**src/rtl/dc_offset_cal.sv**
```systemverilog
// DC-offset calibrator: settle, average 2^AVG_LOG2 valid samples per channel, then subtract the held offset.
// Optional: define DC_OFFSET_SAT_EN to saturate the corrected output instead of wrapping it.
module dc_offset_cal #(
  parameter int NCH           = 4,
  parameter int W             = 16,
  parameter int SETTLE_CYCLES = 40960,
  parameter int AVG_LOG2      = 4
) (
  input  logic             clk,
  input  logic             rst,
  input  logic             start,
  input  logic             in_valid,
  input  logic [NCH*W-1:0] in_data,
  output logic             out_valid,
  output logic [NCH*W-1:0] out_data,
  output logic [NCH*W-1:0] offset,
  output logic             busy,
  output logic             cal_done,
  output logic [1:0]       dbg_state
);

  // in_valid qualifies in_data on every posedge; there is no backpressure.
  // out_valid qualifies out_data one cycle later; out_data holds while out_valid is low.
  localparam int AW  = W + AVG_LOG2;
  localparam int SCW = (SETTLE_CYCLES > 1) ? $clog2(SETTLE_CYCLES) : 1;
  localparam int NW  = AVG_LOG2 + 1;
  localparam logic [SCW-1:0] SETTLE_LAST = SCW'(SETTLE_CYCLES - 1);
  localparam logic [NW-1:0]  SAMPLE_LAST = NW'((1 << AVG_LOG2) - 1);

  typedef enum logic [1:0] {S_IDLE, S_SETTLE, S_ACCUM, S_HOLD} state_t;

  state_t           state, state_nx;
  logic [SCW-1:0]   settle_cnt;
  logic [NW-1:0]    sample_cnt;
  logic [NCH*AW-1:0] acc, acc_nx;
  logic [NCH*W-1:0] off_nx, corr;
  logic             settle_done, last_sample;

  assign settle_done = (settle_cnt == SETTLE_LAST);
  assign last_sample = in_valid && (sample_cnt == SAMPLE_LAST);

  always_ff @(posedge clk or posedge rst) begin
    if (rst) state <= S_IDLE;
    else     state <= state_nx;
  end

  always_comb begin
    state_nx = state;
    if (start) begin
      state_nx = S_SETTLE;
    end else begin
      case (state)
        S_SETTLE: if (settle_done) state_nx = S_ACCUM;
        S_ACCUM:  if (last_sample) state_nx = S_HOLD;
        default:  state_nx = state;
      endcase
    end
  end

  always_comb begin
    busy      = (state == S_SETTLE) || (state == S_ACCUM);
    cal_done  = (state == S_HOLD);
    dbg_state = state;
  end

  for (genvar k = 0; k < NCH; k++) begin : g_ch
    logic signed [W-1:0]  samp_k, off_k;
    logic signed [AW-1:0] acc_k, sum_k;
    assign samp_k = in_data[k*W +: W];
    assign off_k  = offset[k*W +: W];
    assign acc_k  = acc[k*AW +: AW];
    assign sum_k  = acc_k + AW'(samp_k);
    assign acc_nx[k*AW +: AW] = sum_k;
    // Arithmetic shift floors toward -inf; the mean of W-bit samples always fits in W bits.
    assign off_nx[k*W +: W]   = W'(sum_k >>> AVG_LOG2);
`ifdef DC_OFFSET_SAT_EN
    logic signed [W:0] diff_k;
    assign diff_k = (W+1)'(samp_k) - (W+1)'(off_k);
    assign corr[k*W +: W] = (diff_k[W] != diff_k[W-1]) ?
                            {diff_k[W], {(W-1){~diff_k[W]}}} : diff_k[W-1:0];
`else
    assign corr[k*W +: W] = samp_k - off_k;
`endif
  end

  always_ff @(posedge clk or posedge rst) begin
    if (rst) begin
      settle_cnt <= '0;
      sample_cnt <= '0;
      acc        <= '0;
      offset     <= '0;
    end else if (start) begin
      settle_cnt <= '0;
      sample_cnt <= '0;
      acc        <= '0;
      offset     <= '0;
    end else begin
      if (state == S_SETTLE && !settle_done) settle_cnt <= settle_cnt + 1'b1;
      if (state == S_ACCUM && in_valid) begin
        if (last_sample) begin
          offset <= off_nx;
        end else begin
          acc        <= acc_nx;
          sample_cnt <= sample_cnt + 1'b1;
        end
      end
    end
  end

  // Correction uses the offset registered before this edge.
  always_ff @(posedge clk or posedge rst) begin
    if (rst) begin
      out_valid <= 1'b0;
      out_data  <= '0;
    end else begin
      out_valid <= in_valid;
      if (in_valid) out_data <= corr;
    end
  end

endmodule

```
**config.mk**
```make
export PLATFORM = sky130hd
export DESIGN_NAME = dc_offset_cal
export DESIGN_NICKNAME = d
export VERILOG_FILES = /design/src/rtl/dc_offset_cal.sv
export SDC_FILE = /design/constraint.sdc
export NUM_CORES = 1
export LEC_CHECK = 0
export ABC_CLOCK_PERIOD_IN_PS = 16600
export BUFFER_PORTS_ARGS = -buffer_cell sky130_fd_sc_hd__buf_2
export CAP_MARGIN = 30
export CORE_ASPECT_RATIO = 0.7
export CORE_UTILIZATION = 45
export CTS_BUF_LIST = sky130_fd_sc_hd__clkbuf_8
export CTS_CLUSTER_DIAMETER = 100
export DETAILED_ROUTE_END_ITERATION = 10
export HOLD_SLACK_MARGIN = 0.06
export SLEW_MARGIN = 20
export SYNTH_ARGS = -nofsm -noshare
export SYNTH_HDL_FRONTEND = slang
export SYNTH_SLANG_ARGS = --single-unit
```
**constraint.sdc**
```tcl
create_clock -name clk -period 16.6 [get_ports clk]
set_input_delay 0.83 -clock clk [delete_from_list [all_inputs] [get_ports clk]]
set_output_delay 0.83 -clock clk [all_outputs]
set_load 0.05 [all_outputs]
```
==> results.toml <==
[run_status]
status = "completed"

[drt]
route.detailed.drc = 0
final_antenna_net_count = 0
vias = 13664
drt-initial-drc-count = 881
drt-vias-per-instance = 5.57
drt-total-wl_mm = 43.5
wl_per_cell_um = 17.7
drt_pre_antenna_iters = 5

[timing]
hold_violations = 0
fin_crit_sh = 0.190
finClkSkew_ns = 0.0178
finalMaxSlewViolations = 0
final.setup.tns_ns = 0
slew-limit-headroom = 0.347
worst_slew_pin_slew_ns = 0.979
fmax_mhz = 316
rsz0062_at_grt = "false"
min_period_ns = 3.16
setup_viol = 0

[job]
cap_violations = 0

[power]
p_leak_uw = 0.00852
sequentialPowerShare = 0.360
comb_power_share = 0.321
p_int_uw = 1140
power_frac_clock = 0.319
switching_power_uw = 684
power_density_nw_per_um2 = 101
ir_drop_v = 0.0000608
swShare = 0.374

[final_layout]
most-common-layout-cells = "nand2_1, dfrtp_1, buf_2, a21oi_1, ha_1"
final_core_util = 0.532
fin_cells = 2454
nets = 2178
syn2layout_area_growth_pct = 14.6
drive_gt1_frac = 0.174

[die]
start_util = 0.464
die_w_um = 226
core_area_um2 = 34000
die_area_um2 = 35800
die_h_um = 159
rows = 56
ios = 201

[yosys]
synth-seq-area-share = 0.368
synth_fp_nets = 1987
yosysWarnings = 0
syn_area_per_cell_um2 = 8.91
netlist_area_um2 = 15800
synth-edff-count = 0
ys_seq_elements = 232
async_reset_ff_frac = 1.00
ys.flop_type = "dfrtp_1"
netlist_instances = 1769
ys_types = 75

[critical_path]
path_class = "input pin to flop"
crit_fanout = 4
cp.required_ns = 17.04
startpoint_type = "input pin"
rr_worst_depth = 11
r2r_start = "acc[40]$_DFFE_PP0P_"
endpoint_kind = "flop"
critPathArrivalTime_ns = 3.60
reg2reg_to = "acc[58]$_DFFE_PP0P_"
worst-r2r-setup-slack_ns = 13.46

[clock_tree]
cts_buffer_depth = 3
cts_max_level = 2
clk_pin_slew_worst_paths_ns = 0.06
post_cts_resized = 0
clkSinkCount = 232
cts_inserted_buffers = 41
cts_root_buffer = "clkbuf_8"
cts_setup_buffers = 0
cts_tree = "yes"
holdBufCountCts = 0
clock_latency_ns = 0.56

[grt]
grtUsageTotal = 0.246
grt_start_max_net_pins = 116
grt_pass1_wl_mm = 69.5
antenna_found_initial = 1
grt_pass1_vias = 12953
overflow = 0

[placement]
gp_congestion = 0.857
dp.cells = 2380
dp_hpwl_mm = 30.6
port_buffers = 200

[min_path]
min_path_type = "input pin to async pin"
-- registers in the layout, summed over array words and instances, names as in the netlist --
signal and count:
acc 80, dbg_state 2, offset 64, out_data 64
out_valid 1, sample_cnt 5, settle_cnt 16
-- per-layer routing --
metal / vias to the layer above / wire length [µm] / global-route usage
met2: 329 / 18800 / 0.374
met1: 6539 / 21700 / 0.359
li1: 6723 / - / -
met4: 0 / 922 / 0.0745
met5: - / 0 / 0
met3: 73 / 2020 / 0.0376
-- power by group through the flow --
| stage | clock [µW] | sequential, µW | combinational (µW) |
|---|---|---|---|
| after global placement | 0 | 669 | 579 |
| after floorplan | 0 | 808 | 308 |
| final | 583 | 659 | 587 |
| after detailed placement | 0 | 670 | 584 |
| after global routing | 630 | 667 | 641 |
| after CTS | 603 | 660 | 587 |
-- layout make-up --
type                       instances  area [µm²]
multi-input combinational       1364        9260
antenna                            1        2.50
inverter                         107         409
fill                            3279       15900
clock inverter                    20         163
sequential                       232        5810
clock buffer                      52         716
timing repair buffer             214        1130
tap                              464         581
-- Yosys cell counts, drive strengths merged (5+ instances only) --
master  number  area (µm²)
nand2      233         877
dfrtp      232        5810
a21oi      149         746
ha         142        1780
nor2       129         484
inv        107         402
o21ai       81         405
xnor2       74         648
clkbuf      56         260
nand3       47         235
nor3        45         225
a21o        42         318
mux2        42         473
a211oi      33         248
xor2        30         263
o31ai       28         215
nor2b       26         163
and3        22         138
nand4       21         131
o21a        21         158
or3         17         106
nand2b      14        87.6
o311ai      14         123
or4         12        91.3
o21bai      11        82.6
a211o       10        87.6
a31oi        9        71.3
buf          9        48.8
a21boi       8        60.1
fa           8         160
o211ai       8        60.1
or2          7        43.8
and4         6        53.8
a221oi       5        50.0
a22o         5        43.8
a311o        5        50.1
nor4         5        31.3
o31a         5        43.8
-- per-stage QoR --
step	instance area (µm²)	total power [µW]	setup slack [ns]	hold WS, ns
global placement	17200	1250	12.95	0.461
detailed placement	17200	1250	12.88	0.464
finish	18100	1830	13.44	0.416
global route	18100	1940	13.18	0.491
CTS	18000	1850	13.44	0.456
floorplan	15800	1120	9.41	0.453
-- worst max path at each step --
stage,start,endpoint,slack [ns],cells past startpoint
floorplan,rst,acc[0]$_DFFE_PP0P_,9.41,1
global placement,in_valid,acc[79]$_DFFE_PP0P_,12.95,10
detailed placement,in_data[32],acc[58]$_DFFE_PP0P_,12.88,12
CTS,offset[0]$_DFFE_PP0P_,out_data[14]$_DFFE_PP0P_,13.44,10
global route,offset[0]$_DFFE_PP0P_,out_data[14]$_DFFE_PP0P_,13.18,10
finish,in_data[32],acc[58]$_DFFE_PP0P_,13.44,12
-- kinds of logic (layout without fill, tap and decap cells) --
group / count (synthesis) / in the layout / synth area share
other: 0 / 1 / 0
buffers and inverters: 173 / 393 / 0.0457
multiplexers: 46 / 46 / 0.0325
adder cells (fa/ha/maj): 150 / 150 / 0.123
flip-flops: 232 / 232 / 0.368
XOR/XNOR: 104 / 104 / 0.0578
AO/OA/AOI/OAI: 467 / 467 / 0.197
AND/OR/NAND/NOR: 597 / 597 / 0.176
-- critical path: stages --
cell	delay, ns
buf_2	0.09
ha_1	0.19
inv_1	0.07
fa_1	0.38
nor2b_1	0.17
o21ai_1	0.11
o211a_1	0.26
o41ai_2	0.45
a311oi_1	0.26
o21ai_0	0.40
nor4_1	0.09
a311o_1	0.31
(Power assumes the default switching activity.)
